$ cat config.mk
export PLATFORM = sky130hd
export DESIGN_NAME = pmpseqchk
export DESIGN_NICKNAME = d
export VERILOG_FILES = /design/src/rtl/pmpseqchk.sv
export SDC_FILE = /design/constraint.sdc
export NUM_CORES = 1
export LEC_CHECK = 0
export ABC_AREA = 1
export CELL_PAD_IN_SITES_DETAIL_PLACEMENT = 0
export CELL_PAD_IN_SITES_GLOBAL_PLACEMENT = 1
export CORE_AREA = 2 2 281 283
export DETAILED_ROUTE_END_ITERATION = 10
export DIE_AREA = 0 0 283 285
export PLACE_DENSITY_LB_ADDON = 0.12
export SLEW_MARGIN = 5
export SYNTH_ARGS = -nofsm -noshare
export SYNTH_HDL_FRONTEND = slang
export SYNTH_SLANG_ARGS = --single-unit
$ cat constraint.sdc
create_clock -name clk -period 10.1 [get_ports clk]
set_input_delay 1.515 -clock clk [delete_from_list [all_inputs] [get_ports clk]]
set_output_delay 1.515 -clock clk [all_outputs]
set_load 0.05 [all_outputs]
$ cat src/rtl/pmpseqchk.sv
// pmpseqchk -- sequential PMP checker.
//
// One PMP address decoder is shared between the instruction-fetch (I) and
// data (D) requesters. A round-robin arbiter picks one request, then the
// entries are walked in index order, one per cycle. The TOR lower-bound
// result of entry i is carried into entry i+1. The walk stops at the
// lowest-numbered match, and a registered verdict is returned.
//
// Handshake: a requester raises its Req and holds it, with stable operands,
// until it sees its Ack. Ack is a one-cycle pulse. The matching Fault is
// valid only in that Ack cycle. A Req that is still high during its own Ack
// cycle is not a new request. Requests are only sampled in IDLE.
//
// Ports
//   clk, reset             clock, asynchronous active-low reset
//   IReq, IAdr             fetch request and physical address (4-byte access)
//   DReq, DAdr, DSize      data request, physical address, log2(bytes)
//   DRead, DWrite          data access type (both high = AMO)
//   PrivilegeMode          current privilege (2'b11 = M)
//   PMPCfg, PMPAdr         packed PMP CSR state; must be stable while Busy
//   IAck, DAck             one-cycle completion pulses
//   IFault, DFault         verdicts, qualified by the matching Ack
//   Busy                   high in SCAN and DONE
//   o_dbg_state            current FSM state (0 IDLE, 1 SCAN, 2 DONE)
module pmpseqchk #(
  parameter int PA_BITS   = 34,
  parameter int N_ENTRIES = 16
) (
  input  logic                              clk,
  input  logic                              reset,
  input  logic                              IReq,
  input  logic [PA_BITS-1:0]                IAdr,
  input  logic                              DReq,
  input  logic [PA_BITS-1:0]                DAdr,
  input  logic [1:0]                        DSize,
  input  logic                              DRead,
  input  logic                              DWrite,
  input  logic [1:0]                        PrivilegeMode,
  input  logic [8*N_ENTRIES-1:0]            PMPCfg,
  input  logic [N_ENTRIES*(PA_BITS-2)-1:0]  PMPAdr,
  output logic                              IAck,
  output logic                              DAck,
  output logic                              IFault,
  output logic                              DFault,
  output logic                              Busy,
  output logic [1:0]                        o_dbg_state
);

  localparam int IDX_W = $clog2(N_ENTRIES);
  localparam int AW    = PA_BITS - 2;

  typedef enum logic [1:0] {
    S_IDLE = 2'd0,
    S_SCAN = 2'd1,
    S_DONE = 2'd2
  } state_t;

  localparam logic [1:0] A_OFF   = 2'd0;
  localparam logic [1:0] A_TOR   = 2'd1;
  localparam logic [1:0] A_NA4   = 2'd2;
  localparam logic [1:0] A_NAPOT = 2'd3;

  state_t               r_state;
  logic                 r_favor_d;   // round-robin pointer: 1 = D has priority
  logic                 r_gnt_d;     // requester currently being served
  logic [PA_BITS-1:0]   r_adr;
  logic [1:0]           r_size;
  logic                 r_rd;
  logic                 r_wr;
  logic                 r_m;         // latched "privilege is M"
  logic [IDX_W-1:0]     r_idx;
  logic                 r_page;      // PA >= lower bound of entry r_idx
  logic                 r_fault;

  // ---------------------------------------------------------------------
  // Arbitration. A lone request is granted regardless of the pointer.
  // ---------------------------------------------------------------------
  logic w_grant_d;
  assign w_grant_d = DReq & (~IReq | r_favor_d);

  // ---------------------------------------------------------------------
  // Entry select for the shared decoder
  // ---------------------------------------------------------------------
  logic [7:0]    w_cfg;
  logic [AW-1:0] w_padr;

  always_comb begin
    w_cfg  = '0;
    w_padr = '0;
    for (int i = 0; i < N_ENTRIES; i++) begin
      if (r_idx == IDX_W'(i)) begin
        w_cfg  = PMPCfg[8*i +: 8];
        w_padr = PMPAdr[AW*i +: AW];
      end
    end
  end

  // ---------------------------------------------------------------------
  // Shared address decoder
  // ---------------------------------------------------------------------
  logic [1:0]         w_a;
  logic               w_l;
  logic               w_x;
  logic               w_w;
  logic               w_r;
  logic [PA_BITS-1:0] w_top;
  logic [PA_BITS:0]   w_pa_plus4;
  logic               w_pa_lt;
  logic               w_pa4_lt;
  logic               w_tor_match;
  logic [AW-1:0]      w_nmask;
  logic               w_napot_match;
  logic               w_match;
  logic               w_unused;

  assign w_a   = w_cfg[4:3];
  assign w_l   = w_cfg[7];
  assign w_x   = w_cfg[2];
  assign w_w   = w_cfg[1];
  assign w_r   = w_cfg[0];
  assign w_unused = ^w_cfg[6:5];

  assign w_top      = {w_padr, 2'b00};
  assign w_pa_lt    = r_adr < w_top;
  assign w_pa_plus4 = {1'b0, r_adr} + (PA_BITS+1)'(4);
  assign w_pa4_lt   = w_pa_plus4 < {1'b0, w_top};

  // An 8-byte access must not straddle the top of a TOR region: the upper
  // word (PA+4) must also lie below the top.
  assign w_tor_match = r_page & w_pa_lt & ((r_size != 2'b11) | w_pa4_lt);

  // NAPOT: the trailing ones of pmpaddr plus the first zero mark the word
  // bits that are "don't care". PMPAdr ^ (PMPAdr+1) sets exactly those bits.
  // NA4 compares every word bit.
  assign w_nmask = (w_a == A_NA4) ? '1 : ~(w_padr ^ (w_padr + AW'(1)));
  assign w_napot_match = ((r_adr[PA_BITS-1:2] ^ w_padr) & w_nmask) == '0;

  always_comb begin
    w_match = 1'b0;
    case (w_a)
      A_OFF:   w_match = 1'b0;
      A_TOR:   w_match = w_tor_match;
      A_NA4,
      A_NAPOT: w_match = w_napot_match;
      default: w_match = 1'b0;
    endcase
  end

  // ---------------------------------------------------------------------
  // Verdict for a matching entry
  // ---------------------------------------------------------------------
  logic w_perm;
  logic w_hit_fault;
  logic w_last;

  always_comb begin
    w_perm = w_x;
    if (r_gnt_d) begin
      if (r_rd & r_wr)  w_perm = w_r & w_w;
      else if (r_wr)    w_perm = w_w;
      else              w_perm = w_r;
    end
  end

  // Locked entries bind M-mode too; unlocked entries let M through.
  assign w_hit_fault = ~((r_m & ~w_l) | w_perm);
  assign w_last      = r_idx == IDX_W'(N_ENTRIES-1);

  // ---------------------------------------------------------------------
  // Control FSM
  // ---------------------------------------------------------------------
  always_ff @(posedge clk or negedge reset) begin
    if (!reset) begin
      r_state   <= S_IDLE;
      r_favor_d <= 1'b0;
      r_gnt_d   <= 1'b0;
      r_adr     <= '0;
      r_size    <= 2'b00;
      r_rd      <= 1'b0;
      r_wr      <= 1'b0;
      r_m       <= 1'b0;
      r_idx     <= '0;
      r_page    <= 1'b0;
      r_fault   <= 1'b0;
    end else begin
      case (r_state)
        S_IDLE: begin
          if (IReq | DReq) begin
            r_gnt_d   <= w_grant_d;
            r_favor_d <= ~w_grant_d;
            r_adr     <= w_grant_d ? DAdr : IAdr;
            r_size    <= w_grant_d ? DSize : 2'b10;
            r_rd      <= w_grant_d & DRead;
            r_wr      <= w_grant_d & DWrite;
            r_m       <= PrivilegeMode == 2'b11;
            r_idx     <= '0;
            r_page    <= 1'b1;   // entry 0's lower bound is address 0
            r_state   <= S_SCAN;
          end
        end
        S_SCAN: begin
          if (w_match) begin
            r_fault <= w_hit_fault;
            r_state <= S_DONE;
          end else if (w_last) begin
            r_fault <= ~r_m;     // no entry matched: only M-mode is allowed
            r_state <= S_DONE;
          end else begin
            // The lower-bound result is carried even past OFF entries,
            // since a following TOR entry uses this pmpaddr as its base.
            r_page <= ~w_pa_lt;
            r_idx  <= r_idx + IDX_W'(1);
          end
        end
        S_DONE: begin
          r_state <= S_IDLE;
        end
        default: begin
          r_state <= S_IDLE;
        end
      endcase
    end
  end

  // Outputs are decoded from registered state only.
  assign IAck        = (r_state == S_DONE) & ~r_gnt_d;
  assign DAck        = (r_state == S_DONE) &  r_gnt_d;
  assign IFault      = IAck & r_fault;
  assign DFault      = DAck & r_fault;
  assign Busy        = r_state != S_IDLE;
  assign o_dbg_state = r_state;

endmodule

==> results.py, run 1 <==
metrics = {
    "global_route": {
        "overflow": 0,
        "grt_start_max_net_pins": 73,
        "grt_usage": 0.224,
        "grt_pass1_wl_um": 131000,
        "grt_pass1_vias": 17400,
        "antenna_found_initial": 30,
    },
    "pwr": {
        "vdd_drop_max_mv": 0.103,
        "power.density_nw_per_um2": 279,
        "p_leak_nw": 8.56,
    },
    "drt": {
        "drcViolationCount": 0,
        "viasPerCell": 4.42,
        "finalWirelength_um": 94200,
        "drtAntennaViolNets": 0,
        "vias": 17400,
        "dr_wl_met2_um": 45400,
        "routed.top_layer": "met5",
        "drt-initial-drc-count": 1221,
        "route.met3.wl_um": 5560,
        "drt_first_pass_iters": 8,
        "wl_per_cell_um": 24.0,
        "drt-met1-wl_um": 41600,
    },
    "clock_tree": {
        "cts_hold_buf": 0,
        "htreeDepth": 2,
        "cts_num_sinks": 47,
        "cts.root.buffer_cell": "clkbuf_16",
        "post_cts_resized": 0,
        "clk_latency_ns": 0.29,
        "path_clk_slew_ns": 0.07,
        "cts_buffers": 5,
        "cts_setup_buffers": 0,
        "cts_tree": "yes",
        "clockBufferDepth": 2,
    },
    "timing": {
        "slew_headroom": 0.330,
        "period_minus_slack_ns": 7.23,
        "rsz0062_at_grt": "no",
        "fmax_ghz": 0.138,
        "finalSetupViolCount": 0,
        "final.period_utilization": 0.716,
        "whs_ns": 0.504,
        "drv_slew": 0,
        "setup_ws_ns": 2.87,
        "tns_ns": 0,
        "tightest_slew_ns": 1.00,
        "fin_skew_ns": 0.00444,
        "finalHoldViolCount": 0,
    },
    "floorplan": {
        "core_area_um2": 78000,
        "start_util": 0.151,
        "die_w_um": 283,
        "rows": 103,
        "io_pins": 725,
        "dieArea_um2": 80700,
        "die_y_um": 285,
    },
    "status": {
        "status": "complete, no violations",
    },
    "synth": {
        "synth_nets": 3047,
        "synth_cell_types": 51,
        "postSynthCellCount": 2259,
        "synth_seq_cells": 47,
        "ys.warnings.count": 0,
        "avgSynthCellArea_um2": 5.21,
        "ys_seq_area_frac": 0.0999,
        "synth_area_um2": 11800,
    },
    "setup_path": {
        "cpPeakStageDelay_ns": 0.80,
        "path_class": "reg -> reg",
        "crit_top_cell": "nand2_1",
        "start_kind": "flip-flop",
        "crit_buf_inv": 0,
        "critPathTopFamily": "simple AND/OR/NAND/NOR gates",
        "crit_fanout": 72,
        "cp_slowest_cell": "nor2_4",
        "worst_setup_path_end_kind": "flip-flop",
        "critPathArrivalTime_ns": 7.42,
        "worst_ep_required_time_ns": 10.29,
    },
    "job": {
        "max_cap_violations": 0,
    },
    "place": {
        "pre_cts_ws_ns": 2.75,
        "dp_hpwl_um": 79400,
        "io_buffers": 688,
        "finalWeightedCongestion": 0.940,
    },
    "cells_and_area": {
        "layout-drive-gt1-share": 0.0566,
        "layout_commonest_cell": "nand2_1",
        "area_growth_pct": 68.4,
        "final_cell_mix": "767 x nand2_1, 687 x clkdlybuf4s50_1, 349 x nand3_1",
        "nets": 3648,
    },
    "min_path": {
        "min_path_type": "reg -> reg",
    },
}
==> synthesized netlist by cell type, drive strengths merged <==
cell type,n,share of area
a2111oi,1,0.00074
a211oi,3,0.0019
a21o,1,0.00064
a21oi,117,0.052
a221oi,2,0.0015
a22o,1,0.00074
a22oi,2,0.0013
a31oi,1,0.00053
and3,1,0.00053
buf,62,0.033
clkbuf,60,0.019
clkinv,3,0.00096
dfrtp,47,0.10
ha,70,0.074
inv,199,0.064
nand2,776,0.25
nand3,352,0.15
nand3b,7,0.0045
nand4,47,0.025
nor2,297,0.099
nor3,16,0.0081
nor3b,1,0.00064
nor4,4,0.0021
o2111ai,6,0.0045
o211ai,30,0.019
o21ai,50,0.022
o21bai,5,0.0035
o22a,1,0.00074
o22ai,1,0.00053
o311ai,1,0.00074
or2,68,0.036
xnor2,10,0.0074
xor2,17,0.013
==> cells by family after synthesis <==
family                     share of synthesized area
and+or+nand+nor                                0.578
buffers and inverters                          0.117
AOI/OAI and AO/OA                              0.110
adders and majority gates                     0.0744
DFF                                           0.0999
xor gates and xnor gates                      0.0201
==> registers in the layout, indices dropped and copies added (netlist names) <==
signal,flops
r_fault,1
r_favor_d,1
r_adr,32
o_dbg_state,2
r_size,2
r_gnt_d,1
r_wr,1
r_idx,4
r_page,1
r_m,1
r_rd,1
==> tightest hold or removal path, stage by stage, from the launching register on <==
cell and delay [ns]:
dfrtp_1 0.36, nand2_1 0.06, nand2_1 0.06
==> worst paths after layout <==
check,startpoint,end,slack (ns),depth (start not counted)
worst max-delay path,r_idx[2]$_DFFE_PN0P_,r_idx[2]$_DFFE_PN0P_,2.87,31
worst min-delay path,r_fault$_DFFE_PN0P_,r_fault$_DFFE_PN0P_,0.50,2
worst max register to register,r_idx[2]$_DFFE_PN0P_,r_idx[2]$_DFFE_PN0P_,2.87,31
worst min register to register,r_fault$_DFFE_PN0P_,r_fault$_DFFE_PN0P_,0.50,2
max in group asynchronous,reset,r_idx[2]$_DFFE_PN0P_,8.32,2
min in group asynchronous,reset,r_adr[22]$_DFFE_PN0P_,1.32,2
==> metal layers <==
metal  track usage  vias to the layer above
met5             0                        -
met3        0.0433                       76
met1         0.286                     8166
li1              -                     8532
met2         0.393                      562
met4        0.0403                       18
==> metrics by stage <==
stage | std cells | total power, mW | area [µm²] | utilization
2_1_floorplan | 2259 | 3.41 | 11800 | -
3_3_place_gp | 3903 | 5.39 | 19600 | 0.252
3_5_place_dp | 3903 | 5.42 | 19600 | 0.252
4_1_cts | 3911 | 5.62 | 19800 | 0.254
5_1_grt | 3922 | 6.19 | 19800 | 0.254
6_report | 3929 | 5.54 | 19800 | 0.254
==> area by class of cell <==
cell class | count | area [µm²]
Timing Repair Buffer | 716 | 7100
Clock buffer | 6 | 129
Fill cell | 9038 | 58100
Inverter | 202 | 766
Tap cell | 1050 | 1310
Multi-Input combinational cell | 1888 | 9280
Sequential cell | 47 | 1180
Antenna cell | 18 | 45.0
Clock inverter | 2 | 12.5
==> power by group <==
| group | leakage, nW | switching, mW | internal, mW |
|---|---|---|---|
| clock network | 0.0670 | 0.0762 | 0.0916 |
| registers | 0.578 | 0.141 | 0.278 |
| logic | 7.92 | 3.32 | 1.63 |
Power figures use the tool's default switching activity.
==> run 2: changes to the inputs <==
Settings changed: CORE_AREA 2 2 281 283 to 2 2 284 286, DIE_AREA 0 0 283 285 to 0 0 286 288.
Clock period 10.1 ns to 7.4 ns, I/O delays scaled along.
==> run 2 against run 1 <==
  * Fmax up 3.2%
  * Die area is 2.1% higher
  * Total power increased by 40%
  * Via count up 1.1%
  * Register-to-register slack lost 2.5 ns
  * Worst setup slack worse by 2.5 ns
  * Sequential power rose by 39%
  * Sequential share of layout area shrank 0.060 points
  * Wire length up 0.69%
  * Critical path type unchanged
  * Critical endpoint unchanged
  * Largest power group unchanged
==> results.py, run 2 (synthesized netlist as in run 1, its figures left out) <==
metrics = {
    "status": {
        "status": "complete, no violations",
    },
    "timing": {
        "fin_skew_ns": 0.0132,
        "final.period_utilization": 0.946,
        "rsz0062_at_grt": "no",
        "period_minus_slack_ns": 7.00,
        "tightest_slew_ns": 1.12,
        "tns_ns": 0,
        "slew_headroom": 0.255,
        "finalSetupViolCount": 0,
        "fmax_ghz": 0.143,
        "finalHoldViolCount": 0,
        "drv_slew": 0,
    },
    "pwr": {
        "vdd_drop_max_mv": 0.193,
        "p_leak_nw": 8.67,
        "power.density_nw_per_um2": 387,
        "p_total_mw": 7.76,
    },
    "setup_path": {
        "crit_buf_inv": 3,
        "path_class": "reg -> reg",
        "worstReg2RegStart": "r_idx[0]$_DFFE_PN0P_",
        "cpPeakStageDelay_ns": 0.67,
        "reg2reg_to": "r_idx[2]$_DFFE_PN0P_",
        "critPathTopFamily": "simple AND/OR/NAND/NOR gates",
        "cp_slowest_cell": "a2111oi_0",
        "critPathArrivalTime_ns": 7.20,
        "worst_setup_path_end_kind": "flip-flop",
        "crit_top_cell": "nand2_1",
        "crit_fanout": 38,
        "ff2ff_path_depth": 32,
        "start_kind": "flip-flop",
        "r2r_slack_ns": 0.40,
        "worst_ep_required_time_ns": 7.60,
    },
    "min_path": {
        "hold_depth": 2,
        "hold-path-endpoint": "r_fault$_DFFE_PN0P_",
        "min_from": "r_fault$_DFFE_PN0P_",
        "min_path_type": "reg -> reg",
    },
    "drt": {
        "drt-initial-drc-count": 1251,
        "finalWirelength_um": 94800,
        "drt_first_pass_iters": 6,
        "drtAntennaViolNets": 0,
        "viasPerCell": 4.43,
        "wl_per_cell_um": 23.9,
        "drcViolationCount": 0,
        "vias": 17500,
    },
    "floorplan": {
        "io_pins": 725,
        "start_util": 0.148,
        "die_y_um": 288,
        "core_area_um2": 79600,
        "die_w_um": 286,
        "rows": 104,
        "dieArea_um2": 82400,
    },
    "clock_tree": {
        "clk_latency_ns": 0.31,
        "cts_num_sinks": 47,
        "post_cts_resized": 0,
        "clockBufferDepth": 2,
        "cts.root.buffer_cell": "clkbuf_16",
        "cts_setup_buffers": 0,
        "cts_hold_buf": 0,
        "htreeDepth": 2,
        "cts_tree": "yes",
        "path_clk_slew_ns": 0.06,
        "cts_buffers": 5,
    },
    "cells_and_area": {
        "area_growth_pct": 70.1,
        "layout_commonest_cell": "nand2_1",
        "final_cell_mix": "767 x nand2_1, 687 x clkdlybuf4s50_1, 349 x nand3_1",
        "top_register": "r_adr",
        "layout-drive-gt1-share": 0.0632,
        "largest_register_ffs": 32,
        "nFillCells": 9243,
        "nets": 3669,
        "reg_top3": "r_adr x32, r_idx x4",
    },
    "place": {
        "finalWeightedCongestion": 1.00,
        "io_buffers": 688,
        "dp_hpwl_um": 80400,
    },
    "global_route": {
        "overflow": 0,
        "grt_start_max_net_pins": 71,
        "grt_pass1_vias": 17500,
        "grt_pass1_wl_um": 132000,
        "antenna_found_initial": 33,
        "grt_usage": 0.222,
    },
    "job": {
        "max_cap_violations": 0,
    },
}
[run 2: worst max path at each step]
stage,start,to,cells past startpoint
2_1_floorplan,PMPAdr[65],r_idx[0]$_DFFE_PN0P_,35
3_3_place_gp,PMPAdr[68],r_idx[0]$_DFFE_PN0P_,33
3_5_place_dp,PMPAdr[76],r_idx[2]$_DFFE_PN0P_,31
4_1_cts,r_idx[0]$_DFFE_PN0P_,r_idx[2]$_DFFE_PN0P_,35
5_1_grt,r_idx[0]$_DFFE_PN0P_,r_idx[1]$_DFFE_PN0P_,35
6_report,r_idx[0]$_DFFE_PN0P_,r_idx[2]$_DFFE_PN0P_,32
[run 2: routing by layer]
metal  up-vias  global-route usage  share of wire
li1       8582                   -              -
met1      8249               0.283           0.43
met2       620               0.382           0.48
met3        68              0.0474          0.071
met4        18              0.0465          0.011
met5         -                   0         0.0012
[run 2: per-stage QoR]
stage                      util  worst slack (ns)  instance area, µm²  hold WS [ns]  std cells
after global routing      0.251            0.0149               20000         0.534       3957
final                     0.252             0.396               20000         0.505       3960
after global placement    0.249             0.466               19800         0.491       3934
after detailed placement  0.249             0.491               19800         0.487       3934
after floorplan               -              3.13               11800         0.449       2259
after CTS                 0.251             0.521               20000         0.513       3941
[run 2: worst register-to-register path: cells and delay by family (launching register included)]
kind                     cells  cell delay (ns)
AND/OR/NAND/NOR             19             3.03
AO/OA/AOI/OAI                8             2.07
buffers and inverters        3             0.70
adder cells (fa/ha/maj)      2             0.67
flip-flops                   1             0.42
[run 2: power breakdown]
part	switching, mW	internal [mW]
clock	0.108	0.158
combinational	4.65	2.26
sequential	0.204	0.379
total	4.96	2.80
[run 2: final cells by class]
class | instances | area (µm²) | area share
Antenna cell | 19 | 47.5 | 0.00237
Clock buffer | 6 | 129 | 0.00643
Clock inverter | 1 | 30.0 | 0.00150
Inverter | 202 | 766 | 0.0382
Multi-Input combinational cell | 1888 | 9280 | 0.463
Sequential cell | 47 | 1180 | 0.0587
Tap cell | 1060 | 1330 | 0.0662
Timing Repair Buffer | 737 | 7270 | 0.363
==> run 3: changes to the inputs <==
Settings changed: CTS_CLUSTER_DIAMETER set to 50.
==> results of run 3 <==
Final layout, timing and power as in run 2 (identical DEF).
